$ cat src/rtl/mem_move_engine_if.sv
// Bundle between mem_move_engine and its environment: the controller
// request/status side plus the data-memory bus the engine owns while busy.
// The slave modport is the engine's view; master is the controller+memory view.
interface mem_move_engine_if #(
    parameter int AW = 8,
    parameter int DW = 8
);
    logic          start;
    logic          mode;
    logic [AW-1:0] src_addr;
    logic [AW-1:0] dst_addr;
    logic [AW-1:0] len;
    logic [DW-1:0] fill_val;
    logic          busy;
    logic          done;
    logic [AW-1:0] mem_addr;
    logic [DW-1:0] mem_wdata;
    logic          mem_wr_en;
    logic          mem_rd;
    logic [DW-1:0] mem_rdata;

    modport master (
        output start, mode, src_addr, dst_addr, len, fill_val, mem_rdata,
        input  busy, done, mem_addr, mem_wdata, mem_wr_en, mem_rd
    );

    modport slave (
        input  start, mode, src_addr, dst_addr, len, fill_val, mem_rdata,
        output busy, done, mem_addr, mem_wdata, mem_wr_en, mem_rd
    );
endinterface

$ cat src/rtl/mem_move_engine.sv
// Block-move / fill sequencer in front of the data memory.
// Copy is overlap-safe (runs backward when dst lies inside [src, src+len)),
// 2 cycles per byte (read, write); fill is 1 cycle per byte.
// All outputs are registered; next values are computed together with the
// next state so the memory bus never depends combinationally on inputs.
// Optional feature macro: MEM_MOVE_CHECKSUM_EN adds output csum, the
// mod-2**DW sum of every byte written during the current operation.
module mem_move_engine #(
    parameter int AW = 8,
    parameter int DW = 8
) (
    input  logic                 clk,
    input  logic                 reset,
    mem_move_engine_if.slave     bus
`ifdef MEM_MOVE_CHECKSUM_EN
    ,
    output logic [DW-1:0]        csum
`endif
);
    typedef enum logic [1:0] {S_IDLE, S_RD, S_WR, S_FIN} state_t;

    state_t        state_q, state_d;
    logic          mode_q, mode_d;
    logic          back_q, back_d;
    logic [AW-1:0] src_q, src_d;
    logic [AW-1:0] dst_q, dst_d;
    logic [AW-1:0] cnt_q, cnt_d;
    logic [AW-1:0] off_q, off_d;
    logic [DW-1:0] fill_q, fill_d;
    logic          busy_q, busy_d;
    logic          done_q, done_d;
    logic [AW-1:0] addr_q, addr_d;
    logic [DW-1:0] wdata_q, wdata_d;
    logic          wr_q, wr_d;
    logic          rd_q, rd_d;
`ifdef MEM_MOVE_CHECKSUM_EN
    logic [DW-1:0] csum_q, csum_d;
`endif

    // Direction decision for a new request: src+len is taken one bit wider
    // so a source range running past the top of memory is not wrapped here.
    logic [AW:0]   src_end;
    logic          start_back;
    logic [AW-1:0] start_off;
    logic [AW-1:0] off_step;

    assign src_end    = {1'b0, bus.src_addr} + {1'b0, bus.len};
    assign start_back = ~bus.mode && (bus.dst_addr > bus.src_addr)
                        && ({1'b0, bus.dst_addr} < src_end);
    assign start_off  = start_back ? bus.len - AW'(1) : '0;
    assign off_step   = back_q ? off_q - AW'(1) : off_q + AW'(1);

    // State, operands and registered outputs; reset aborts any operation.
    always_ff @(posedge clk or posedge reset) begin
        if (reset) begin
            state_q <= S_IDLE;
            mode_q  <= 1'b0;
            back_q  <= 1'b0;
            src_q   <= '0;
            dst_q   <= '0;
            cnt_q   <= '0;
            off_q   <= '0;
            fill_q  <= '0;
            busy_q  <= 1'b0;
            done_q  <= 1'b0;
            addr_q  <= '0;
            wdata_q <= '0;
            wr_q    <= 1'b0;
            rd_q    <= 1'b0;
`ifdef MEM_MOVE_CHECKSUM_EN
            csum_q  <= '0;
`endif
        end else begin
            state_q <= state_d;
            mode_q  <= mode_d;
            back_q  <= back_d;
            src_q   <= src_d;
            dst_q   <= dst_d;
            cnt_q   <= cnt_d;
            off_q   <= off_d;
            fill_q  <= fill_d;
            busy_q  <= busy_d;
            done_q  <= done_d;
            addr_q  <= addr_d;
            wdata_q <= wdata_d;
            wr_q    <= wr_d;
            rd_q    <= rd_d;
`ifdef MEM_MOVE_CHECKSUM_EN
            csum_q  <= csum_d;
`endif
        end
    end

    // Next state plus the output values for the state being entered.
    // wdata_q doubles as the read-hold register between RD and WR.
    always_comb begin
        state_d = state_q;
        mode_d  = mode_q;
        back_d  = back_q;
        src_d   = src_q;
        dst_d   = dst_q;
        cnt_d   = cnt_q;
        off_d   = off_q;
        fill_d  = fill_q;
        busy_d  = busy_q;
        done_d  = 1'b0;
        addr_d  = addr_q;
        wdata_d = wdata_q;
        wr_d    = 1'b0;
        rd_d    = 1'b0;
`ifdef MEM_MOVE_CHECKSUM_EN
        csum_d  = csum_q;
`endif
        case (state_q)
            S_IDLE: begin
                if (bus.start) begin
                    mode_d = bus.mode;
                    src_d  = bus.src_addr;
                    dst_d  = bus.dst_addr;
                    cnt_d  = bus.len;
                    fill_d = bus.fill_val;
                    back_d = start_back;
                    off_d  = start_off;
                    busy_d = 1'b1;
`ifdef MEM_MOVE_CHECKSUM_EN
                    csum_d = '0;
`endif
                    if (bus.len == '0) begin
                        state_d = S_FIN;
                        done_d  = 1'b1;
                    end else if (!bus.mode) begin
                        state_d = S_RD;
                        rd_d    = 1'b1;
                        addr_d  = bus.src_addr + start_off;
                    end else begin
                        state_d = S_WR;
                        wr_d    = 1'b1;
                        addr_d  = bus.dst_addr + start_off;
                        wdata_d = bus.fill_val;
                    end
                end
            end
            S_RD: begin
                state_d = S_WR;
                wr_d    = 1'b1;
                addr_d  = dst_q + off_q;
                wdata_d = bus.mem_rdata;
            end
            S_WR: begin
                cnt_d = cnt_q - AW'(1);
                off_d = off_step;
`ifdef MEM_MOVE_CHECKSUM_EN
                csum_d = csum_q + wdata_q;
`endif
                if (cnt_q == AW'(1)) begin
                    state_d = S_FIN;
                    done_d  = 1'b1;
                end else if (!mode_q) begin
                    state_d = S_RD;
                    rd_d    = 1'b1;
                    addr_d  = src_q + off_step;
                end else begin
                    wr_d    = 1'b1;
                    addr_d  = dst_q + off_step;
                    wdata_d = fill_q;
                end
            end
            S_FIN: begin
                state_d = S_IDLE;
                busy_d  = 1'b0;
            end
            default: state_d = S_IDLE;
        endcase
    end

    assign bus.busy      = busy_q;
    assign bus.done      = done_q;
    assign bus.mem_addr  = addr_q;
    assign bus.mem_wdata = wdata_q;
    assign bus.mem_wr_en = wr_q;
    assign bus.mem_rd    = rd_q;
`ifdef MEM_MOVE_CHECKSUM_EN
    assign csum = csum_q;
`endif
endmodule

$ cat src/flat_wrapper.sv
// flat-port wrapper written by rule: the top's interface ports become plain ports
module mem_move_engine_flat 
#(
    parameter int AW = 8,
    parameter int DW = 8
)
  (clk, reset, bus_start, bus_mode, bus_src_addr, bus_dst_addr, bus_len, bus_fill_val, bus_mem_rdata, bus_busy, bus_done, bus_mem_addr, bus_mem_wdata, bus_mem_wr_en, bus_mem_rd);
  mem_move_engine_if #(.AW(AW), .DW(DW)) bus_i ();
  input  logic clk;
  input  logic reset;
  input wire logic [$bits(bus_i.start)-1:0] bus_start;
  input wire logic [$bits(bus_i.mode)-1:0] bus_mode;
  input wire logic [$bits(bus_i.src_addr)-1:0] bus_src_addr;
  input wire logic [$bits(bus_i.dst_addr)-1:0] bus_dst_addr;
  input wire logic [$bits(bus_i.len)-1:0] bus_len;
  input wire logic [$bits(bus_i.fill_val)-1:0] bus_fill_val;
  input wire logic [$bits(bus_i.mem_rdata)-1:0] bus_mem_rdata;
  output wire logic [$bits(bus_i.busy)-1:0] bus_busy;
  output wire logic [$bits(bus_i.done)-1:0] bus_done;
  output wire logic [$bits(bus_i.mem_addr)-1:0] bus_mem_addr;
  output wire logic [$bits(bus_i.mem_wdata)-1:0] bus_mem_wdata;
  output wire logic [$bits(bus_i.mem_wr_en)-1:0] bus_mem_wr_en;
  output wire logic [$bits(bus_i.mem_rd)-1:0] bus_mem_rd;
  assign bus_i.start = bus_start;
  assign bus_i.mode = bus_mode;
  assign bus_i.src_addr = bus_src_addr;
  assign bus_i.dst_addr = bus_dst_addr;
  assign bus_i.len = bus_len;
  assign bus_i.fill_val = bus_fill_val;
  assign bus_i.mem_rdata = bus_mem_rdata;
  assign bus_busy = bus_i.busy;
  assign bus_done = bus_i.done;
  assign bus_mem_addr = bus_i.mem_addr;
  assign bus_mem_wdata = bus_i.mem_wdata;
  assign bus_mem_wr_en = bus_i.mem_wr_en;
  assign bus_mem_rd = bus_i.mem_rd;
  mem_move_engine #(.AW(AW), .DW(DW)) u_core (.clk(clk), .reset(reset), .bus(bus_i));
endmodule
$ cat config.mk
export PLATFORM = sky130hd
export DESIGN_NAME = mem_move_engine_flat
export DESIGN_NICKNAME = d
export VERILOG_FILES = /design/src/rtl/mem_move_engine_if.sv /design/src/rtl/mem_move_engine.sv /design/src/flat_wrapper.sv
export SDC_FILE = /design/constraint.sdc
export NUM_CORES = 1
export LEC_CHECK = 0
export CORE_ASPECT_RATIO = 1.1
export CORE_MARGIN = 8
export CORE_UTILIZATION = 30
export CTS_CLUSTER_DIAMETER = 100
export DETAILED_ROUTE_END_ITERATION = 6
export GPL_TIMING_DRIVEN = 0
export PLACE_DENSITY = 0.52
export SETUP_SLACK_MARGIN = 0.4
export SLEW_MARGIN = 10
export SYNTH_ARGS = -nofsm -noshare
export SYNTH_HDL_FRONTEND = slang
export SYNTH_SLANG_ARGS = --single-unit
$ cat constraint.sdc
create_clock -name clk -period 3.75 [get_ports clk]
set_input_delay 1.125 -clock clk [delete_from_list [all_inputs] [get_ports clk]]
set_output_delay 1.125 -clock clk [all_outputs]
set_load 0.02 [all_outputs]
==> run metrics, run 1 <==
pre-CTS setup slack -2.57 ns; Worst-path clk slew 0.05 ns; Post-synth EDFFs 0; violated checks negative setup slack; Reg2Reg Depth 12; Final min period between 4 and 5 ns; RSZ-0062 raised after global routing true; Crit. End Element flop; total of max-cap violations 0; initial core utilization between 30% and 40%; CP startpoint kind input pin; Post-synth ARST share between 90% and 100%; vias roughly 4600; GRT Overall Usage between 10% and 20%; post-route setup slack -1.22 ns; 1st-pass router iterations 5; Min-Delay Path Class flop to flop; switching part of the total 45.9%; worst hold stages 2; routed wire length between 15000 and 20000 microns; clock skew ~0.0071 ns; Yosys warning count 0; Synth cell types 54; most frequent cells after synthesis 64 x dfrtp_1, 58 x ha_1, 55 x nor2_1; cts hold-fix bufs 0; Peak VDD IR 0.000303 V; global placement routability congestion roughly 0.86; mapped cell area between 0.005 and 0.006 sq mm; Area Growth Syn to Fin 36.7%; share of cells above drive strength 1 between 20% and 30%; vias per inst 5.18; Final Hold Fails 0; register area share after synthesis 31.5%; Syn Nets approximately 680; DIE WIDTH approximately 140 microns; part of the cycle the worst path needs 133%; number of global-route vias before repair 4819; CTS tree done; Net Sw Power between 2 and 3 mW; first-pass GRT wire length around 26000 microns; DIE AREA around 0.021 sq mm; # fillers roughly 1700; DR WL/cell about 18 microns; DRC Markers 0; leakage power about 3.0 nW; largest cells by area after synthesis dfrtp_1 31%, ha_1 14%, mux2_2 5.8%, xnor2_1 4.6%, a21oi_1 4.6%; die height between 150 and 200 microns; antenna-violating nets left 0; status finished with violations; Worst slew margin a little over half; Pint approximately 3.3 mW; Synth Flop Type dfrtp_1; Syn Area/Cell 8.96 sq um; CP required a little under 4 ns; fmax around 200 MHz; WS Path Type input pin to flop; cell count after placement between 800 and 900; number of buffers created by CTS 9; Post-DP HPWL ~13000 microns; initial antenna violation count 0; Clock Latency Late Sink roughly 0.34 ns; I/O pin count 64; #FFs+latches synth 64; total number of H-tree levels 3; design area approximately 0.007 sq mm; Rows 50; clock sink count 64; Final Max Tran Viols 0; Post-Syn Instances between 500 and 600; Ant. Diodes 0; count leader, synth dfrtp_1; PortBufs 63; largest net degree at the start of global routing 42; total grt overflow 0; Seq pwr share a little over a fifth; Comb pwr share between 60% and 70%; Final #Nets around 800; core area approximately 0.017 sq mm; PD cells just under 900 mW/mm^2; placed cell area between 0.006 and 0.007 sq mm; Worst Path Arrival around 5.2 ns; initial DRC count 290; clk root buf clkbuf_16; Max FO, Critical Path 7; non-filler cells, final 890; clock buffer depth 2; Yosys top cell area share approximately a third; actual slew at the worst max-slew pin approximately 0.68 ns; Setup TNS -12.48 ns; Setup violations, final 15; Yosys top cell by area dfrtp_1; clock share of power 12.8%; worst hold slack about 0.48 ns
## sequential cells by signal (all words and copies together) (netlist names), 2 cells and up
register,count
u_core.bus.mem_addr,8
u_core.bus.mem_wdata,8
u_core.cnt_q,8
u_core.dst_q,8
u_core.fill_q,8
u_core.off_q,8
u_core.src_q,8
u_core.state_q,2
## repair_timing
action	in CTS	in global routing
setup buffers	28	6
setup endpoints to repair	26	25
pin swaps	44	26
gates resized for setup	82	27
## worst max-delay path, stage by stage
cell and delay (ns):
buf_8 0.10, ha_4 0.22, a21o_1 0.20, a21oi_4 0.13
o21bai_1 0.09, a21oi_2 0.15, o21bai_1 0.09, a21oi_1 0.17
xnor2_1 0.16, ha_2 0.30, o21a_1 0.11, o22ai_2 0.13
nor4b_4 0.07, or3_4 0.37, buf_8 0.16, nor2_2 0.16
ha_4 0.22, inv_1 0.10, o21ai_2 0.07, a21oi_2 0.16
o21bai_1 0.09, a21o_2 0.22, xnor3_1 0.23, o311a_1 0.37
## through the flow
step / power, mW / util [%]
6_report: 6.07 / 41.4
5_1_grt: 6.59 / 41.4
4_1_cts: 6.03 / 40.3
3_5_place_dp: 5.12 / 36.3
3_3_place_gp: 5.02 / 36.1
2_1_floorplan: 4.03 / -
## path summary, 6_finish.rpt
| path | start | slack, ns | endpoint |
|---|---|---|---|
| hold / removal | u_core.bus.mem_wdata[1]$_DFFE_PP0P_ | 0.48 | u_core.bus.mem_wdata[1]$_DFFE_PP0P_ |
| min in group asynchronous | reset | 1.11 | u_core.bus.mem_wdata[7]$_DFFE_PP0P_ |
| hold reg to reg | u_core.bus.mem_wdata[1]$_DFFE_PP0P_ | 0.48 | u_core.bus.mem_wdata[1]$_DFFE_PP0P_ |
| setup reg to reg | u_core.off_q[0]$_DFFE_PP0P_ | 0.45 | u_core.bus.mem_addr[7]$_DFFE_PP0P_ |
| max in group asynchronous | reset | 2.12 | u_core.src_q[1]$_DFFE_PP0P_ |
| setup / recovery | bus_src_addr[1] | -1.22 | u_core.bus.mem_addr[7]$_DFFE_PP0P_ |
## routing by layer
metal  global-route usage, %  vias to the layer above  share of wire, %  wire, microns
li1                        -                     2249                 -              -
met1                    18.3                     2195                45           7260
met2                    25.5                      132                47           7680
met3                    2.88                       30               4.6            753
met4                    6.94                        0               3.2            517
met5                       0                        -                 0              0
## layout make-up
class	instances	area [sq um]	share of cell area [%]
inverter	36	138	1.98
clock inverter	5	32.5	0.467
multi-input combinational	443	3570	51.2
clock buffer	11	243	3.49
timing repair buffer	98	990	14.2
tap	208	260	3.74
buffer	25	129	1.85
sequential	64	1600	23.0
## placed cells by master (no fill, tap or decap), types with 6 or more instances in the layout
cell             count
dfrtp_1             64
clkdlybuf4s50_1     51
nor2_1              50
ha_1                49
nand2_1             48
a21oi_1             37
o21ai_0             33
inv_1               32
mux2_2              26
xnor2_1             23
buf_4               19
clkbuf_1            18
buf_6               18
a221oi_1            12
o31ai_1             12
o211ai_1            10
nand3_1              9
xor2_1               9
clkbuf_16            9
a21oi_2              8
o21bai_1             8
ha_4                 8
nor3_1               7
o21ai_1              6
a21o_1               6
or3_4                6
## cell families after synthesis
group                    Yosys count  share of synthesized area (%)
AO/OA/AOI/OAI                    160                           19.6
AND/OR/NAND/NOR                  153                           14.6
flip-flops                        64                           31.5
adder cells (fa/ha/maj)           63                           16.2
buffers and inverters             61                           4.99
XOR/XNOR                          38                           6.81
multiplexers                      29                           6.34
## power by group through the flow
stage	logic, mW	registers (mW)	clock network, mW
finish	3.97	1.32	0.777
CTS	3.92	1.32	0.790
global route	4.40	1.37	0.820
global placement	3.71	1.31	0
floorplan	2.68	1.36	0
detailed placement	3.78	1.33	0
Note: power is estimated with default switching activity, not from simulation.
==> run 2, diff against run 1 <==
CORE_UTILIZATION = 45   (was 30)
PLACE_DENSITY = 0.71   (was 0.52)
==> run 2 against run 1 <==
- the run still ends with negative setup slack left
- cell count decreased by 7.9%
- clock-buffer cell count decreased by 2
- combinational power about the same
- total power decreased by 0.83%
- highest routed layer unchanged
- critical endpoint unchanged
- first-iteration DRC count decreased by 16%
- critical path depth unchanged
- design area decreased by 3.0%
- hold slack got worse by 0.0043 ns
- flip-flop and latch count unchanged
- sequential share of layout area increased by 0.72 points
==> run metrics, run 2 (synthesis gave the netlist of run 1 again) <==
Worst slew margin between 10% and 20%; violated checks negative setup slack; initial antenna violation count 0; leakage power approximately 3.0 nW; Worst Path Arrival between 5 and 6 ns; routed wire length ~16000 microns; number of global-route vias before repair 4973; Reg2Reg Depth 12; GRT Overall Usage 20.7%; Max FO, Critical Path 5; cell count after placement 778; DIE AREA 0.0150 sq mm; Setup violations, final 23; Final #Nets about 780; Comb pwr share 65.6%; post-route setup slack -1.32 ns; non-filler cells, final 820; initial core utilization between 40 and 50%; actual slew at the worst max-slew pin between 1 and 1.5 ns; RR Startpoint u_core.off_q[0]$_DFFE_PP0P_; clock skew roughly 0.0064 ns; DR WL/cell 19.3 microns; status finished with violations; WS Path Type input pin to flop; CTS tree done; Ant. Diodes 0; placed cell area roughly 0.0060 sq mm; Pwr Total approximately 6 mW; antenna-violating nets left 0; Setup crit start bus_len[1]; Crit. End Element flop; total number of H-tree levels 3; PD cells around 890 mW/mm^2; Post-DP HPWL around 12000 microns; end point of the critical path u_core.bus.mem_addr[7]$_DFFE_PP0P_; global placement routability congestion 0.970; Reg-to-Reg End u_core.bus.mem_addr[7]$_DFFE_PP0P_; 1st-pass router iterations 5; design area approximately 0.0067 sq mm; Setup TNS -10.01 ns; CP required ~4.0 ns; clock buffer depth 2; Final Hold Fails 0; slowest CP cell or3_4; most frequent cells in the layout 64 x dfrtp_1, 51 x nor2_1, 51 x clkdlybuf4s50_1; vias per inst between 5 and 6; die height about 130 microns; Worst-path clk slew about 0.050 ns; first-pass GRT wire length 25100 microns; CP dominant cell by count a21oi_2; cts hold-fix bufs 0; Area Growth Syn to Fin 32.6%; Peak VDD IR 0.000338 V; Seq pwr share a little over a fifth; Clock Latency Late Sink ~0.33 ns; Final min period ~5.1 ns; core area roughly 0.011 sq mm; share of cells above drive strength 1 between 10% and 20%; number of buffers created by CTS 9; DIE WIDTH roughly 120 microns; largest net degree at the start of global routing 65; Finished Core Util 61.6%; Worst path max stage delay 0.42 ns; switching part of the total approximately 46%; PortBufs 63; Final Max Tran Viols 0; clock share of power 12.6%; total of max-cap violations 0; vias 4800; total grt overflow 0; RSZ-0062 raised after global routing true; I/O pin count 64; commonest non-fill, non-tap cell in the layout dfrtp_1; fmax 197 MHz; Rows 40; DRC Markers 0; Pint 3.24 mW; clock sink count 64; Net Sw Power between 2 and 3 mW; CP startpoint kind input pin; reg2reg setup slack roughly 0.37 ns; # fillers ~900; worst-path cell chain buf_12 -> ha_4 -> a21o_1 -> a21oi_2 -> o21bai_1 -> a21oi_2 -> o21bai_1 -> a21oi_2 -> xnor2_2 -> ha_4 -> nor3_2 -> o211ai_1 -> nor4b_4 -> or3_4 -> buf_12 -> nor2_4 -> ha_4 -> a21oi_4 -> o21ai_2 -> a21oi_2 -> o21bai_1 -> a21o_2 -> xnor3_1 -> o311a_1; worst hold stages 2; initial DRC count approximately 240; clk root buf clkbuf_16; Min-Delay Path Class flop to flop; part of the cycle the worst path needs 135%
-- run 2: timing repair --
| action | in CTS | in global routing |
|---|---|---|
| pin swaps | 35 | 35 |
| buffers inserted | 12 | 13 |
| setup endpoints to repair | 26 | 25 |
| gates resized for setup | 67 | 27 |
| cloned | 1 | 0 |
-- run 2: power groups by stage --
stage | registers [mW] | clock network (mW) | logic (mW)
after floorplan | 1.36 | 0 | 2.68
after global placement | 1.30 | 0 | 3.62
after detailed placement | 1.32 | 0 | 3.74
after CTS | 1.31 | 0.767 | 3.84
after global routing | 1.36 | 0.798 | 4.34
final | 1.31 | 0.757 | 3.95
-- run 2: worst min-delay path by stage --
stage | startpoint | end
floorplan | u_core.src_q[1]$_DFFE_PP0P_ | u_core.src_q[1]$_DFFE_PP0P_
global placement | u_core.bus.mem_wdata[1]$_DFFE_PP0P_ | u_core.bus.mem_wdata[1]$_DFFE_PP0P_
detailed placement | u_core.bus.mem_wdata[7]$_DFFE_PP0P_ | u_core.bus.mem_wdata[7]$_DFFE_PP0P_
CTS | u_core.bus.mem_wdata[7]$_DFFE_PP0P_ | u_core.bus.mem_wdata[7]$_DFFE_PP0P_
global route | u_core.bus.mem_wdata[7]$_DFFE_PP0P_ | u_core.bus.mem_wdata[7]$_DFFE_PP0P_
finish | u_core.bus.mem_wdata[7]$_DFFE_PP0P_ | u_core.bus.mem_wdata[7]$_DFFE_PP0P_
-- run 2: worst max-delay path: cells and delay by family --
family	cells	cell delay [ns]
and+or+nand+nor	4	0.90
AOI/OAI and AO/OA	13	2.05
buffers and inverters	2	0.26
adders and majority gates	3	0.61
xor gates and xnor gates	2	0.33
-- run 2: stage by stage --
step,setup slack (ns),hold slack (ns)
after floorplan,-1.20,0.446
after global placement,-2.50,0.458
after detailed placement,-2.64,0.465
after CTS,-1.23,0.476
after global routing,-1.44,0.500
final,-1.32,0.472
-- run 2: final cells by class --
cell class	count	area [sq um]	area share, %
Buffer	25	134	1.98
Clock buffer	9	225	3.34
Clock inverter	7	47.5	0.704
Inverter	36	138	2.04
Multi-Input combinational cell	443	3540	52.5
Sequential cell	64	1600	23.7
Tap cell	147	184	2.73
Timing Repair Buffer	89	877	13.0
-- run 2: routing by layer --
metal / up-vias / global-route usage (%) / wire, microns
met5: - / 0 / 0
met4: 0 / 14.1 / 986
met3: 61 / 4.14 / 926
met2: 197 / 35.3 / 7570
met1: 2307 / 23.1 / 6340
li1: 2235 / - / -
==> run 3, diff against run 2 <==
GPL_ROUTABILITY_DRIVEN = 0   (was not set)
HOLD_SLACK_MARGIN = 0.05   (was not set)
PLACE_DENSITY = not set   (was 0.71)
PLACE_DENSITY_LB_ADDON = 0.25   (was not set)
==> run 3 against run 2 <==
- the run still ends with negative setup slack left
- total power rose by 0.45%
- cell count is 1.1% higher
- hold slack improved by 0.0024 ns
- largest cell class unchanged
==> run metrics, run 3 (synthesis gave the netlist of run 1 again) <==
status finished with violations; violated checks negative setup slack; initial DRC count 277; Reg-to-Reg End u_core.bus.mem_addr[7]$_DFFE_PP0P_; fmax between 150 and 200 MHz; WS Path Type input pin to flop; Ant. Diodes 0; # fillers 864; Hold EP u_core.bus.mem_wdata[2]$_DFFE_PP0P_; vias per inst 5.81; Clock Latency Late Sink about 0.33 ns; total grt overflow 0; die height 128 microns; GRT Overall Usage between 20% and 30%; clk root buf clkbuf_16; total number of H-tree levels 3; initial antenna violation count 0; largest net degree at the start of global routing 65; Post-DP HPWL about 12000 microns; post-route setup slack -1.41 ns; hold_sp u_core.bus.mem_wdata[2]$_DFFE_PP0P_; Area Growth Syn to Fin 34.8%; Final min period about 5.2 ns; actual slew at the worst max-slew pin 0.790 ns; CP startpoint kind input pin; clock buffer depth 2; Setup violations, final 16; Finished Core Util 62.6%; Reg2Reg Depth 12; I/O pin count 64; design area 0.00686 sq mm; core area 0.0110 sq mm; Crit. End Element flop; number of buffers created by CTS 9; share of cells above drive strength 1 a little under a quarter; Final Max Tran Viols 0; worst hold stages 2; routed wire length about 16000 microns; Rows 40; Setup TNS -14.44 ns; Worst Path Arrival approximately 5.4 ns; number of global-route vias before repair between 4000 and 5000; vias a little under 5000; most frequent cells in the layout 64 x dfrtp_1, 51 x clkdlybuf4s50_1, 48 x nand2_1, 48 x nor2_1, 47 x ha_1; Worst-path clk slew approximately 0.05 ns; RR Startpoint u_core.off_q[0]$_DFFE_PP0P_; clock skew 0.00533 ns; cts hold-fix bufs 0; total of max-cap violations 0; pre-CTS setup slack -2.57 ns; PD cells 881 mW/mm^2; clock sink count 64; Min-Delay Path Class flop to flop; CTS tree done; DIE AREA around 0.015 sq mm; Max FO, Critical Path 7; part of the cycle the worst path needs 138%; area of the multi-input gates between 0.003 and 0.004 sq mm; DR WL/cell 19.6 microns; Setup crit start bus_len[0]; Final Hold Fails 0; reg2reg setup slack 0.40 ns; RSZ-0062 raised after global routing true; initial core utilization roughly 46%; 1st-pass router iterations 5; storage element area roughly 0.0016 sq mm; leakage power roughly 3.0 nW; Final #Nets approximately 800; first-pass GRT wire length about 25000 microns; DIE WIDTH 117 microns; placed cell area approximately 0.006 sq mm; PortBufs 63; CP required approximately 4.0 ns; DRC Markers 0; Peak VDD IR around 0.00038 V; antenna-violating nets left 0; commonest non-fill, non-tap cell in the layout dfrtp_1; Worst slew margin about 47%
-- run 3: cell types whose count changed in the layout (fill, tap and decap cells not counted), moves of 3 or more --
cell	previous run	this run
nor2_1	51	48
nor2_2	0	3
buf_6	7	17
a21oi_2	7	10
a21oi_1	39	36
or3_4	3	6
or3_1	3	0
-- run 3: through the flow --
step	total power, mW	instances	hold slack (ns)
2_1_floorplan	4.03	568	0.446
3_3_place_gp	4.94	778	0.458
3_5_place_dp	5.07	778	0.467
4_1_cts	5.94	817	0.478
5_1_grt	6.51	829	0.497
6_report	6.05	829	0.475
-- run 3: worst max-delay path: stages --
cell      delay, ns
buf_8          0.13
ha_4           0.15
inv_2          0.03
fa_2           0.35
nor2b_2        0.14
o21ai_2        0.10
a21oi_2        0.12
nor2_1         0.05
xor2_1         0.14
ha_1           0.22
nor3_2         0.20
o211ai_1       0.14
nor4b_4        0.16
or3_4          0.43
buf_8          0.16
nor2_4         0.14
ha_4           0.22
a21oi_4        0.17
o21ai_2        0.10
a21oi_2        0.22
o21bai_1       0.14
a21o_2         0.22
xnor3_1        0.22
o311a_1        0.30
-- run 3: how the worst max path moves through the flow --
| stage | to | cells past startpoint |
|---|---|---|
| global placement | u_core.bus.mem_addr[7]$_DFFE_PP0P_ | 23 |
| global route | u_core.bus.mem_addr[6]$_DFFE_PP0P_ | 26 |
| floorplan | u_core.bus.mem_addr[6]$_DFFE_PP0P_ | 24 |
| CTS | u_core.bus.mem_addr[7]$_DFFE_PP0P_ | 24 |
| finish | u_core.bus.mem_addr[7]$_DFFE_PP0P_ | 24 |
| detailed placement | u_core.bus.mem_addr[7]$_DFFE_PP0P_ | 23 |
-- run 3: what timing repair did --
item | 4_1_cts | 5_1_grt
setup endpoints to repair | 25 | 25
buffers inserted | 24 | 12
pin swaps | 43 | 36
resized for setup | 87 | 28
-- run 3: where the power goes --
group | switching [mW] | total [mW] | leakage (nW) | internal (mW)
clock network | 0.294 | 0.733 | 0.125 | 0.439
registers | 0.277 | 1.32 | 0.775 | 1.04
logic | 2.20 | 4.00 | 2.10 | 1.80
-- run 3: final cells by class --
cell class	instances	share of cell area (%)
multi-input combinational	443	52.4
sequential	64	23.3
timing repair buffer	99	14.0
clock buffer	11	3.39
tap	147	2.68
inverter	36	2.01
buffer	25	1.88
clock inverter	4	0.328
-- run 3: metal layers --
layer  part of all wire [%]  vias up  GRT usage [%]  routed length, microns
li1                       -     2255              -                       -
met1                     41     2323           23.8                    6670
met2                     48      191           36.2                    7830
met3                    5.9       49           3.96                     961
met4                    4.7        0           13.4                     762
met5                      0        -              0                       0
